`src/rtl/buf_alloc_aging.sv`:
```
// buf_alloc_aging
// Free-buffer allocator with per-buffer aging. Free addresses from the
// address manager go into a 16-entry circular free list and are handed out
// one per request. Every allocated buffer has an age counter that advances
// on a prescaled tick. A round-robin scanner returns expired buffers to the
// manager's aging recycle port. A release from the output path ends aging
// for that buffer.
//
// Ports
//   clk                    rising-edge clock
//   reset                  asynchronous, active-low
//   buf_addr_wr/buf_addr   free address push from the address manager
//   alloc_req              allocation request strobe
//   alloc_ack/alloc_nack   one-cycle grant/refuse pulse, one cycle after request
//   alloc_addr             granted address (holds its value across a nack)
//   rel_wr/rel_addr        release strobe from the packet-output stage
//   aging_recycle_addr_wr  one-cycle pulse when a buffer expires
//   aging_recycle_addr     expired address
//   free_count             free list occupancy, 0..16
//   err_flag               sticky: write into full list or release of a free buffer
module buf_alloc_aging #(
  parameter int               AGE_W     = 8,
  parameter logic [AGE_W-1:0] AGE_LIMIT = 8'd200,
  parameter logic [15:0]      TICK_DIV  = 16'd1000
) (
  input  logic       clk,
  input  logic       reset,
  input  logic       buf_addr_wr,
  input  logic [3:0] buf_addr,
  input  logic       alloc_req,
  output logic       alloc_ack,
  output logic       alloc_nack,
  output logic [3:0] alloc_addr,
  input  logic       rel_wr,
  input  logic [3:0] rel_addr,
  output logic       aging_recycle_addr_wr,
  output logic [3:0] aging_recycle_addr,
  output logic [4:0] free_count,
  output logic       err_flag
);

  localparam logic [AGE_W-1:0] AGE_MAX = '1;

  logic [3:0]       fifo [16];
  logic [3:0]       rd_ptr;
  logic [3:0]       wr_ptr;
  logic [3:0]       scan_ptr;
  logic [15:0]      presc;
  logic [15:0]      in_use;
  logic [15:0]      in_use_nxt;
  logic [AGE_W-1:0] age [16];

  logic       tick;
  logic       do_rd;
  logic       do_wr;
  logic       wr_drop;
  logic       rel_ok;
  logic       rel_bad;
  logic       expire;
  logic [3:0] rd_addr;

  assign tick    = (presc == TICK_DIV - 16'd1);
  assign rd_addr = fifo[rd_ptr];
  assign do_rd   = alloc_req && (free_count != 5'd0);
  // Occupancy is judged before this cycle's read, so a full list drops the
  // write even when a read happens in the same cycle.
  assign do_wr   = buf_addr_wr && (free_count != 5'd16);
  assign wr_drop = buf_addr_wr && (free_count == 5'd16);
  assign rel_ok  = rel_wr && in_use[rel_addr];
  assign rel_bad = rel_wr && !in_use[rel_addr];

  // Release and allocation of the scanned address both suppress expiry.
  assign expire = in_use[scan_ptr] && (age[scan_ptr] >= AGE_LIMIT)
                  && !(rel_wr && (rel_addr == scan_ptr))
                  && !(do_rd && (rd_addr == scan_ptr));

  // Later assignments win: allocation overrides a clear of the same address.
  always_comb begin
    in_use_nxt = in_use;
    if (expire) in_use_nxt[scan_ptr] = 1'b0;
    if (rel_ok) in_use_nxt[rel_addr] = 1'b0;
    if (do_rd)  in_use_nxt[rd_addr]  = 1'b1;
  end

  always_ff @(posedge clk or negedge reset) begin
    if (!reset) begin
      rd_ptr                <= '0;
      wr_ptr                <= '0;
      scan_ptr              <= '0;
      presc                 <= '0;
      in_use                <= '0;
      free_count            <= '0;
      err_flag              <= 1'b0;
      alloc_ack             <= 1'b0;
      alloc_nack            <= 1'b0;
      alloc_addr            <= '0;
      aging_recycle_addr_wr <= 1'b0;
      aging_recycle_addr    <= '0;
      for (int i = 0; i < 16; i++) begin
        fifo[i] <= '0;
        age[i]  <= '0;
      end
    end else begin
      presc    <= tick ? 16'd0 : presc + 16'd1;
      scan_ptr <= scan_ptr + 4'd1;
      in_use   <= in_use_nxt;

      if (do_wr) begin
        fifo[wr_ptr] <= buf_addr;
        wr_ptr       <= wr_ptr + 4'd1;
      end
      if (do_rd) rd_ptr <= rd_ptr + 4'd1;
      free_count <= free_count + {4'd0, do_wr} - {4'd0, do_rd};
      err_flag   <= err_flag | wr_drop | rel_bad;

      alloc_ack  <= do_rd;
      alloc_nack <= alloc_req && (free_count == 5'd0);
      if (do_rd) alloc_addr <= rd_addr;

      aging_recycle_addr_wr <= expire;
      if (expire) aging_recycle_addr <= scan_ptr;

      for (int i = 0; i < 16; i++) begin
        if (do_rd && (rd_addr == 4'(i)))
          age[i] <= '0;
        else if (tick && in_use[i] && (age[i] != AGE_MAX))
          age[i] <= age[i] + 1'b1;
      end
    end
  end

endmodule

```
`config.mk`:
```
export PLATFORM = sky130hd
export DESIGN_NAME = buf_alloc_aging
export DESIGN_NICKNAME = d
export VERILOG_FILES = /design/src/rtl/buf_alloc_aging.sv
export SDC_FILE = /design/constraint.sdc
export NUM_CORES = 1
export LEC_CHECK = 0
export ABC_AREA = 0
export BUFFER_PORTS_ARGS = -buffer_cell sky130_fd_sc_hd__buf_2
export CAP_MARGIN = 20
export CELL_PAD_IN_SITES_DETAIL_PLACEMENT = 1
export CELL_PAD_IN_SITES_GLOBAL_PLACEMENT = 2
export CORE_ASPECT_RATIO = 0.8
export CORE_MARGIN = 4
export CORE_UTILIZATION = 40
export CTS_BUF_LIST = sky130_fd_sc_hd__clkbuf_4 sky130_fd_sc_hd__clkbuf_8
export DETAILED_ROUTE_END_ITERATION = 8
export PLACE_DENSITY_LB_ADDON = 0.1
export SYNTH_ARGS = -nofsm -noshare
export SYNTH_HDL_FRONTEND = slang
export SYNTH_SLANG_ARGS = --single-unit
```
`constraint.sdc`:
```
create_clock -name clk -period 3.45 [get_ports clk]
set_clock_uncertainty 0.1 [all_clocks]
set_input_delay 0.5175 -clock clk [delete_from_list [all_inputs] [get_ports clk]]
set_output_delay 0.5175 -clock clk [all_outputs]
set_load 0.01 [all_outputs]
```
==> flow_summary_export.csv <==
group,metric,value,unit
synthesis,synth_compound_area_share,6.403,%
critical_path,r2r_cells,6,
clock_tree,cts_tree,"yes",
route,drtAntennaViolNets,0,
grt,antenna_found_initial,0,
route,routedWlPerCell,19.95,microns
cells_and_area,layout-drive-gt1-share,20.20,%
synthesis,syn-num-nets,1227,
synthesis,synth-adder-area-share,3.216,%
sta,worst_pin_slew,813.8,ps
floorplan,pin_count,30,
min_path,hold_path_class,"input pin to register",
clock_tree,post_cts_resized,0,
synthesis,ys.flop_type,"dfrtp_1",
min_path,min_path_cells,2,
sta,fmax,315.6,MHz
cells_and_area,finish.utilization,46.40,%
critical_path,cp.required,3770,ps
clock_tree,path_clk_slew,60,ps
synthesis,async_reset_ff_share,100.0,%
clock_tree,cts_inserted_buffers,45,
floorplan,die_w,210.1,microns
synthesis,ys_top_cells_by_area,"dfrtp_1 (48%), mux2_2 (5.9%), xor2_1 (4.8%), mux4_2 (4.5%), xnor2_1 (4.4%)",
placement,portBuffers,29,
route,wirelength,34070,microns
placement,hpwl,24490,microns
pwr,power_frac_seq,42.3,%
synthesis,synth_cell_type_count,65,
critical_path,reg2reg_from,"rd_ptr[2]$_DFFE_PN0P_",
critical_path,crit_path_end_kind,"register",
grt,gr-usage-all-layers,19.60,%
route,drc,0,
clock_tree,cts.sinks,253,
synthesis,synth_top_area_share,48.43,%
cells_and_area,final-seq-area,6331,sq um
sta,setup_tns,0,ps
grt,grt_pass1_vias,9801,
run,drv_cap,0,
synthesis,yosysTopAreaCell,"dfrtp_1",
grt,overflow,0,
sta,slew_viol_final,0,
synthesis,synth-seq-area-share,48.43,%
clock_tree,clkLatencyLatePin,580,ps
synthesis,ys.warnings.count,0,
critical_path,rrSetupSlack,280,ps
floorplan,start_util,41.03,%
floorplan,core,31860,sq um
pwr,p_comb_share,35.6,%
sta,grt_setup_unrepaired,"false",
pwr,swShare,39.13,%
pwr,p_clk_share,22.1,%
route,num_vias,9302,
critical_path,worstPathMaxFanout,14,
synthesis,ys_ff_latch,253,
floorplan,dieArea,35660,sq um
critical_path,crit_path_start,"rd_ptr[2]$_DFFE_PN0P_",
synthesis,synth_top_family_by_area,"simple AND/OR/NAND/NOR gates",
pwr,switchingPower,5151,uW
cells_and_area,fill_cells,3496,
pwr,ir_drop,0.4242,mV
synthesis,synth_simple_gate_area_share,18.91,%
clock_tree,ctsLongestPathBuffers,3,
synthesis,syn_area,13070,sq um
route,via_per_inst,5.446,
cells_and_area,multi_input_area,6471,sq um
synthesis,synth_cells,1181,
pwr,intPower,8012,uW
pwr,p_leak,0.006321,uW
cells_and_area,area_delta_synth_final,13.07,%
pwr,powerDensity,890.5,nW/um^2
cells_and_area,fin_area,14780,sq um
sta,finalSetupViolations,0,
critical_path,cp.arrival,3490,ps
sta,slew_headroom,45.75,%
placement,gp_congestion,0.7733,
synthesis,synth.avg_cell_area,11.07,sq um
critical_path,criticalPathCategory,"register to register",
sta,min_period_over_period,91.83,%
critical_path,start_kind,"register",
critical_path,reg2reg_to,"age[124]$_DFFE_PN0P_",
sta,period_minus_slack,3168,ps
route,drtIter0Drc,504,
floorplan,dieHeight,169.7,microns
sta,hold_viol,0,
grt,grt_max_degree,85,
cells_and_area,final_nets,1300,
grt,grt_pass1_wl,55840,microns
synthesis,synthMuxAreaShare,11.79,%
floorplan,rows,58,
placement,dpl_cell_area,13830,sq um
critical_path,cp-endpoint,"age[124]$_DFFE_PN0P_",
synthesis,synth-edff-count,0,
route,dr.pass1.iters,4,
synthesis,synth_xor_area_share,9.179,%
clock_tree,cts_root_buf,"clkbuf_8",
status,outcome,"finished clean",
clock_tree,cts_max_level,2,
Yosys cell counts, types with 4 or more instances:
library cell,count
o21a_1,7
a21oi_1,26
nor4_4,8
nor3_1,16
dfrtp_1,253
o31a_1,9
clkbuf_1,23
and4_1,19
ha_1,32
nor4b_1,6
a221oi_1,4
o21ai_0,39
mux2_2,68
nand3_1,57
o21ai_1,4
xnor2_1,65
nand2_1,86
nand2b_1,10
nor2b_1,13
nor3_2,6
and3_1,16
o22a_1,7
mux2i_1,19
inv_1,20
nor2_1,141
a21o_1,9
or3_1,9
xor2_1,72
and2_1,14
mux4_2,26
nand4_1,41
buf_2,6
nor4_1,7
registers in the layout, indices dropped and copies added (netlist names):
signal                 flops
age                      128
fifo                      64
in_use                    16
presc                     16
free_count                 5
aging_recycle_addr         4
alloc_addr                 4
rd_ptr                     4
scan_ptr                   4
wr_ptr                     4
aging_recycle_addr_wr      1
alloc_ack                  1
alloc_nack                 1
err_flag                   1
cell families (layout without fill, tap and decap cells):
kind of cell,count (synthesis),in the layout
XOR/XNOR,137,137
flip-flops,253,253
AO/OA/AOI/OAI,125,125
AND/OR/NAND/NOR,462,462
buffers and inverters,58,164
adder cells (fa/ha/maj),33,33
multiplexers,113,113
other,0,1
cells in the final DEF (no fill, tap or decap), types with 4 or more instances in the layout:
cell / instances
and3_1: 16
dfrtp_1: 253
xnor2_1: 65
buf_4: 31
or3_1: 9
nor4_4: 8
nor2b_1: 13
mux2i_1: 19
nor4_1: 7
nand4_1: 41
buf_2: 28
mux2_2: 68
inv_1: 20
nand2_1: 86
ha_1: 32
nor3_1: 16
clkbuf_4: 20
a21oi_1: 26
o31a_1: 9
xor2_1: 72
o21a_1: 7
and2_1: 14
mux4_2: 26
nor2_1: 141
a21o_1: 9
clkbuf_8: 55
o21ai_1: 4
nand3_1: 57
and4_1: 19
nand2b_1: 10
o22a_1: 7
clkinv_2: 4
nor4b_1: 6
o21ai_0: 39
a221oi_1: 4
nor3_2: 6
metal layers:
layer | part of all wire [%] | wire length [microns] | vias to the layer above | track usage (%)
li1 | - | - | 4363 | -
met1 | 52 | 17860 | 4775 | 31.02
met2 | 42 | 14430 | 116 | 28.04
met3 | 3.4 | 1150 | 48 | 3.160
met4 | 1.8 | 628 | 0 | 4.680
met5 | 0 | 0 | - | 0
power by group through the flow:
stage	combinational, uW	sequential (uW)	clock [uW]
after global routing	5220	5780	3160
after detailed placement	4720	5600	0
after global placement	4570	5580	0
final	4690	5570	2900
after CTS	4740	5570	3030
after floorplan	3680	5110	0
metrics by stage:
step	cells	hold WS (ps)	total power [uW]	setup slack [ps]
4_1_cts	1707	53.98	13340	279.6
3_3_place_gp	1626	366.6	10150	393.4
3_5_place_dp	1626	368.1	10320	295.2
6_report	1708	95.03	13160	281.9
2_1_floorplan	1181	121.9	8793	454.8
5_1_grt	1707	79.47	14160	68.90
area by class of cell:
class | count | area share, %
Multi-Input combinational cell | 870 | 43.78
Antenna cell | 1 | 0.01693
Tap cell | 420 | 3.555
Clock buffer | 75 | 6.137
Inverter | 21 | 0.5333
Clock inverter | 5 | 0.1862
Sequential cell | 253 | 42.83
Timing Repair Buffer | 63 | 2.963
what timing repair did:
action                                 4_1_cts  5_1_grt
hold buffers                                 1        0
setup buffers                                0        0
endpoints found under the hold margin       65        0
critical path, stage by stage, from the launching register on:
cell     delay, ps
dfrtp_1        690
mux4_2         580
mux2i_1        160
mux2i_1        220
or3_1          580
nor4_4         540
nor2_1         130
worst min path at each step:
stage	start	endpoint	slack (ps)
floorplan	reset	age[0]$_DFFE_PN0P_	120
global placement	presc[15]$_DFF_PN0_	presc[15]$_DFF_PN0_	370
detailed placement	presc[15]$_DFF_PN0_	presc[15]$_DFF_PN0_	370
CTS	alloc_req	alloc_nack$_DFF_PN0_	50
global route	alloc_req	alloc_nack$_DFF_PN0_	80
finish	alloc_req	alloc_nack$_DFF_PN0_	100
Power figures use the tool's default switching activity.
